File: config.mk
export PLATFORM = sky130hd
export DESIGN_NAME = led_pattern_ctrl_flat
export DESIGN_NICKNAME = d
export VERILOG_FILES = /design/src/rtl/led_pattern_ctrl_pkg.sv /design/src/rtl/led_pattern_ctrl_if.sv /design/src/rtl/led_pattern_ctrl_channel.sv /design/src/rtl/led_pattern_ctrl.sv /design/src/flat_wrapper.sv
export SDC_FILE = /design/constraint.sdc
export NUM_CORES = 1
export LEC_CHECK = 0
export CAP_MARGIN = 20
export CORE_ASPECT_RATIO = 0.8
export CORE_UTILIZATION = 35
export DETAILED_ROUTE_END_ITERATION = 8
export PLACE_DENSITY = 0.57
export REMOVE_ABC_BUFFERS = 1
export SYNTH_ARGS = -nofsm -noshare
export SYNTH_HDL_FRONTEND = slang
export SYNTH_SLANG_ARGS = --single-unit
export TNS_END_PERCENT = 20
File: constraint.sdc
create_clock -name sysclk -period 2.6 [get_ports sysclk]
set_input_delay 0.78 -clock sysclk [delete_from_list [all_inputs] [get_ports sysclk]]
set_output_delay 0.78 -clock sysclk [all_outputs]
set_load 0.02 [all_outputs]
File: src/rtl/led_pattern_ctrl_pkg.sv
// Shared mode encoding, pattern lengths and the per-phase LED lookup for
// the multi-channel LED pattern driver.
package led_pkg;

    typedef enum logic [1:0] {
        MODE_OFF    = 2'd0,
        MODE_ON     = 2'd1,
        MODE_BLINK  = 2'd2,
        MODE_DFLASH = 2'd3
    } mode_e;

    localparam int         BLINK_LEN   = 2;
    localparam int         DFLASH_LEN  = 6;
    localparam logic [5:0] DFLASH_MASK = 6'b000101;

    // Index of the last phase of a running pattern; pi wraps to 0 after it.
    function automatic logic [2:0] pattern_last(input mode_e m);
        pattern_last = (m == MODE_DFLASH) ? 3'(DFLASH_LEN - 1) : 3'(BLINK_LEN - 1);
    endfunction

    function automatic logic pattern_runs(input mode_e m);
        pattern_runs = (m == MODE_BLINK) || (m == MODE_DFLASH);
    endfunction

    function automatic logic pattern_bit(input mode_e m, input logic [2:0] pi);
        unique case (m)
            MODE_OFF:    pattern_bit = 1'b0;
            MODE_ON:     pattern_bit = 1'b1;
            MODE_BLINK:  pattern_bit = (pi == 3'd0);
            MODE_DFLASH: pattern_bit = (pi < 3'(DFLASH_LEN)) && DFLASH_MASK[pi];
            default:     pattern_bit = 1'b0;
        endcase
    endfunction

endpackage

File: src/rtl/led_pattern_ctrl_if.sv
// Board-side bundle: switches and per-channel config in, LED pins and tick out.
interface led_pattern_ctrl_if #(
    parameter int NUM_CH = 4,
    parameter int RATE_W = 10
);
    logic [NUM_CH-1:0]        sw;
    logic [2*NUM_CH-1:0]      mode;
    logic [RATE_W*NUM_CH-1:0] half_period;
    logic [NUM_CH-1:0]        led;
    logic                     tick;

    modport master (output sw, mode, half_period, input led, tick);
    modport slave  (input sw, mode, half_period, output led, tick);
endinterface

File: src/rtl/led_pattern_ctrl_channel.sv
// One LED channel: switch synchroniser and debouncer, phase counter,
// pattern index and registered LED output.
module led_channel
    import led_pkg::*;
#(
    parameter int RATE_W    = 10,
    parameter int DEB_TICKS = 20
) (
    input  logic              sysclk,
    input  logic              rst_n,
    input  logic              tick_i,
    input  logic              sw_i,
    input  logic [1:0]        mode_i,
    input  logic [RATE_W-1:0] half_period_i,
    output logic              led_o
);
    localparam int DEB_W = $clog2(DEB_TICKS + 1);

    logic              sync1_q, sync2_q;
    logic [DEB_W-1:0]  deb_cnt_q, deb_cnt_d;
    logic              en_q, en_d;
    mode_e             mode_prev_q, mode_cur;
    logic [RATE_W-1:0] pc_q, pc_d, hp;
    logic [2:0]        pi_q, pi_d;
    logic              led_q, led_d;

    assign mode_cur = mode_e'(mode_i);

    always_comb begin
        deb_cnt_d = deb_cnt_q;
        en_d      = en_q;
        pc_d      = pc_q;
        pi_d      = pi_q;
        hp        = (half_period_i == '0) ? RATE_W'(1) : half_period_i;

        if (sync2_q == en_q) begin
            deb_cnt_d = '0;
        end else if (tick_i) begin
            if (deb_cnt_q == DEB_W'(DEB_TICKS - 1)) begin
                en_d      = sync2_q;
                deb_cnt_d = '0;
            end else begin
                deb_cnt_d = deb_cnt_q + 1'b1;
            end
        end

        // A mode change restarts the new pattern from its first phase.
        if (!en_q || (mode_cur != mode_prev_q) || !pattern_runs(mode_cur)) begin
            pc_d = '0;
            pi_d = '0;
        end else if (tick_i) begin
            if (pc_q >= hp - 1'b1) begin
                pc_d = '0;
                pi_d = (pi_q >= pattern_last(mode_cur)) ? 3'd0 : pi_q + 3'd1;
            end else begin
                pc_d = pc_q + 1'b1;
            end
        end

        led_d = en_q & pattern_bit(mode_prev_q, pi_q);
    end

    always_ff @(posedge sysclk or negedge rst_n) begin
        if (!rst_n) begin
            sync1_q     <= 1'b0;
            sync2_q     <= 1'b0;
            deb_cnt_q   <= '0;
            en_q        <= 1'b0;
            mode_prev_q <= MODE_OFF;
            pc_q        <= '0;
            pi_q        <= '0;
            led_q       <= 1'b0;
        end else begin
            sync1_q     <= sw_i;
            sync2_q     <= sync1_q;
            deb_cnt_q   <= deb_cnt_d;
            en_q        <= en_d;
            mode_prev_q <= mode_cur;
            pc_q        <= pc_d;
            pi_q        <= pi_d;
            led_q       <= led_d;
        end
    end

    assign led_o = led_q;
endmodule

File: src/rtl/led_pattern_ctrl.sv
// Multi-channel LED pattern driver: shared tick prescaler feeding
// NUM_CH independent channel engines.
module led_pattern_ctrl
    import led_pkg::*;
#(
    parameter int NUM_CH    = 4,
    parameter int TICK_DIV  = 125000,
    parameter int RATE_W    = 10,
    parameter int DEB_TICKS = 20
) (
    input  logic          sysclk,
    input  logic          rst_n,
    led_pattern_ctrl_if.slave bus
);
    localparam int PS_W = $clog2(TICK_DIV);

    logic [PS_W-1:0]   ps_cnt_q, ps_cnt_d;
    logic              tick_q, tick_d;
    logic [NUM_CH-1:0] led_w;

    always_comb begin
        tick_d   = (ps_cnt_q == PS_W'(TICK_DIV - 1));
        ps_cnt_d = tick_d ? '0 : ps_cnt_q + 1'b1;
    end

    always_ff @(posedge sysclk or negedge rst_n) begin
        if (!rst_n) begin
            ps_cnt_q <= '0;
            tick_q   <= 1'b0;
        end else begin
            ps_cnt_q <= ps_cnt_d;
            tick_q   <= tick_d;
        end
    end

    generate
        for (genvar gi = 0; gi < NUM_CH; gi++) begin : g_ch
            led_channel #(
                .RATE_W    (RATE_W),
                .DEB_TICKS (DEB_TICKS)
            ) u_ch (
                .sysclk        (sysclk),
                .rst_n         (rst_n),
                .tick_i        (tick_q),
                .sw_i          (bus.sw[gi]),
                .mode_i        (bus.mode[2*gi +: 2]),
                .half_period_i (bus.half_period[RATE_W*gi +: RATE_W]),
                .led_o         (led_w[gi])
            );
        end
    endgenerate

    assign bus.led  = led_w;
    assign bus.tick = tick_q;
endmodule

File: src/flat_wrapper.sv
// flat-port wrapper written by rule: the top's interface ports become plain ports
module led_pattern_ctrl_flat import led_pkg::*;
#(
    parameter int NUM_CH    = 4,
    parameter int TICK_DIV  = 125000,
    parameter int RATE_W    = 10,
    parameter int DEB_TICKS = 20
)
  (sysclk, rst_n, bus_sw, bus_mode, bus_half_period, bus_led, bus_tick);
  led_pattern_ctrl_if #(.NUM_CH(NUM_CH), .RATE_W(RATE_W)) bus_i ();
  input  logic sysclk;
  input  logic rst_n;
  input wire logic [$bits(bus_i.sw)-1:0] bus_sw;
  input wire logic [$bits(bus_i.mode)-1:0] bus_mode;
  input wire logic [$bits(bus_i.half_period)-1:0] bus_half_period;
  output wire logic [$bits(bus_i.led)-1:0] bus_led;
  output wire logic [$bits(bus_i.tick)-1:0] bus_tick;
  assign bus_i.sw = bus_sw;
  assign bus_i.mode = bus_mode;
  assign bus_i.half_period = bus_half_period;
  assign bus_led = bus_i.led;
  assign bus_tick = bus_i.tick;
  led_pattern_ctrl #(.NUM_CH(NUM_CH), .TICK_DIV(TICK_DIV), .RATE_W(RATE_W), .DEB_TICKS(DEB_TICKS)) u_core (.sysclk(sysclk), .rst_n(rst_n), .bus(bus_i));
endmodule
==> summary.md <==
| Metric | Value |
|---|---|
| Crit Path Category | in2reg |
| Gp weighted congestion | 0.763 |
| # IOs | 59 |
| Synth Instances | 763 |
| CTS Buffer Depth | 2 |
| Post-synthesis async set-or-reset flop share | 100% |
| First-pass GRT wire length | 25.6 mm |
| Synth cell types | 58 |
| Pwr dens | 464 nW/um^2 |
| Crit path buf inv count | 3 |
| Fill cells | 1851 |
| Prevailing post-synth register cell | dfrtp_1 |
| Worst-path fanout max | 5 |
| Critical path's top delay family | simple AND/OR/NAND/NOR gates |
| Ranking of synthesized cells by area | dfrtp_1, ha_1, nand2_1 |
| N_diodes | 0 |
| Most Frequent Cell on Critical Path | buf_6 |
| Total core area | 19900 um^2 |
| Min Hold Slack | 306 ps |
| Worst slew pin tran | 596 ps |
| Clk sinks | 114 |
| Leading cell type in the layout, fill and taps excluded | dfrtp_1 |
| DIE WIDTH | 161 um |
| Reg clk slew, reported paths | 60 ps |
| Final worst setup slack | -705 ps |
| Routed len/inst | 12.9 um |
| Num CTS Buffers | 17 |
| Endpoint type of the worst setup path | register |
| Area grow syn2layout | 36.3% |
| FF/Latch Area | 2850 um^2 |
| Nets | 1041 |
| Layout Skew | 11.1 ps |
| Drt pass-1 iters | 7 |
| Max transition margin | 60.0% |
| Hold Crit Class | in2async |
| Pre-CTS setup slack | -1680 ps |
| Synthesized cell area | 7100 um^2 |
| Clock Latency Late Sink | 400 ps |
| Status | finished, violations left |
| Seq/Total Area, Yosys | 40.2% |
| Grt total ovfl | 0 |
| DRT antenna net count | 0 |
| Max-Cap Viols | 0 |
| Max H-tree Level | 4 |
| Initial Util | 35.8% |
| Fin crit share | 127% |
| Largest vdd supply drop | 0.000305 V |
| Final min period | 3300 ps |
| Total global-route track usage | 15.0% |
| Placed cell areas | 8530 um^2 |
| Cell-by-cell trace of the critical path | buf_6, or4_4, or2_4, nor2_4, a21oi_4, ha_4, xnor2_2, ha_1, a211o_1, a31oi_1, o221a_2, o21ai_4, buf_6, buf_6, nand4bb_1, o21ai_1 |
| Placed cell count | 1147 |
| Pin count of the biggest net entering global routing | 48 |
| Initial DRC count | 286 |
| Most frequent cells in the layout | dfrtp_1, buf_4, nand2_1 |
| Max incr delay on CP | 520 ps |
| Multi-input gate area | 4490 um^2 |
| DIE HEIGHT | 129 um |
| CP required | 2880 ps |
| FP Rows | 46 |
| Non-filler cells, final | 1194 |
| Root Buffer | clkbuf_16 |
| Antenna violations before repair | 0 |
| DRC viols | 0 |
| Fmax | 0.303 GHz |
| Final Max Tran Viols | 0 |
| CP max stage cell | or4_4 |
| CP startpoint kind | input port |
| Detailed Place HPWL | 10.6 mm |
| #FFs+latches synth | 114 |
| Vias | 5949 |
| Critical Path AT | 3590 ps |
| Finished Cell Area | 9670 um^2 |
| Avg Vias per Cell | 4.98 |
| # setup viols final | 52 |
| Syn Area/Cell | 9.30 um^2 |
| Vias in the first global route | 5536 |
| Final hold vios | 0 |
| Die ar. | 20900 um^2 |
| Leak pwr | 4.36 nW |
| Post-synth EDFFs | 0 |
| Unrepaired setup endpoints after global routing | yes |
| YS warnings | 0 |
| DRT Wirelength | 15.4 mm |
| Synth top area share | 40.2% |
| Failing checks | setup timing |
| Layout cells sized above 1 | 25.1% |
| CTS tree | built |
| Leading area contributor after synthesis | dfrtp_1 |
| PortBufs | 58 |
[cell type report]
type | instances | share of cell area (%)
Timing Repair Buffer | 153 | 13.6
Sequential cell | 114 | 29.5
Clock inverter | 4 | 0.724
Inverter | 25 | 0.970
Clock buffer | 27 | 5.41
Multi-Input combinational cell | 607 | 46.4
Tap cell | 264 | 3.41
[per-layer routing]
layer,part of all wire (%),up-vias,track usage [%]
met2,44,37,23.2
met1,53,2812,21.2
met5,0,-,0
met4,0.69,0,4.16
met3,1.9,9,3.14
li1,-,3091,-
[repair_timing]
item,4_1_cts,5_1_grt
resized for setup,121,89
buffers inserted,5,11
pin swaps,68,65
hold buffers,0,0
hold endpoints to repair,0,0
endpoints found under the setup margin,52,52
gates cloned,1,0
[final timing paths]
kind | startpoint | to | slack, ps | depth (start not counted)
max in group asynchronous | rst_n | u_core.ps_cnt_q[8] | 1680 | 2
worst min register to register | u_core.g_ch[2].u_ch.sync1_q | u_core.g_ch[2].u_ch.sync2_q | 350 | 0
min in group sysclk | u_core.g_ch[2].u_ch.sync1_q | u_core.g_ch[2].u_ch.sync2_q | 350 | 0
worst max-delay path | bus_half_period[36] | u_core.g_ch[3].u_ch.pi_q[1] | -700 | 16
worst max register to register | u_core.g_ch[3].u_ch.pc_q[2] | u_core.g_ch[3].u_ch.pi_q[1] | 580 | 9
worst min-delay path | rst_n | u_core.g_ch[1].u_ch.pc_q[5] | 310 | 1
[state kept, by name, indices dropped and copies added, names as in the netlist]
signal,cells
u_core.g_ch.u_ch.mode_prev_q,8
u_core.g_ch.u_ch.pc_q,40
u_core.g_ch.u_ch.sync1_q,4
u_core.g_ch.u_ch.deb_cnt_q,20
u_core.g_ch.u_ch.sync2_q,4
u_core.bus.tick,1
u_core.ps_cnt_q,17
u_core.g_ch.u_ch.pi_q,12
u_core.g_ch.u_ch.led_o,4
u_core.g_ch.u_ch.en_q,4
[power breakdown]
part	internal (mW)	leakage (nW)	total, mW	switching, mW
Clock	1.56	0.293	2.33	0.776
Sequential	1.79	1.54	1.80	0.00856
Combinational	0.194	2.52	0.363	0.169
[cells by family (layout without fill, tap and decap cells)]
family | after synthesis | after routing | synth area share (%)
mux | 15 | 15 | 2.27
xor+xnor | 53 | 53 | 6.54
simple gates | 307 | 307 | 22.3
flops | 114 | 114 | 40.2
fa+ha+maj | 69 | 69 | 12.2
compound gates | 163 | 163 | 14.0
buf+inv | 42 | 209 | 2.52
[synth_stat cells, drive strengths merged, types with 2 or more instances]
| cell | n |
|---|---|
| dfrtp | 114 |
| nand2 | 77 |
| ha | 69 |
| nor2 | 61 |
| o21ai | 60 |
| a21oi | 47 |
| nor3 | 38 |
| xnor2 | 30 |
| nand3 | 26 |
| inv | 25 |
| xor2 | 23 |
| nor2b | 18 |
| nand4 | 17 |
| nand2b | 15 |
| and3 | 12 |
| buf | 9 |
| mux2 | 9 |
| a31oi | 8 |
| clkbuf | 8 |
| o2bb2ai | 7 |
| or3 | 7 |
| a22o | 6 |
| mux2i | 6 |
| nor4 | 6 |
| or4 | 6 |
| and4 | 5 |
| a211oi | 4 |
| nand3b | 4 |
| nor4bb | 4 |
| o211ai | 4 |
| o21a | 4 |
| o22ai | 4 |
| o31a | 4 |
| o31ai | 4 |
| a21o | 3 |
| and2 | 3 |
| or2 | 3 |
| a211o | 2 |
| nand4b | 2 |
| o2111ai | 2 |
[stage by stage]
step / TNS, ps / power [mW] / util (%)
after global routing: -36550 / 4.67 / 48.7
after CTS: -33650 / 4.53 / 47.1
after floorplan: -48320 / 1.93 / -
after detailed placement: -76660 / 2.16 / 42.9
after global placement: -75530 / 2.16 / 42.9
final: -29740 / 4.49 / 48.7
Note: power is estimated with default switching activity, not from simulation.
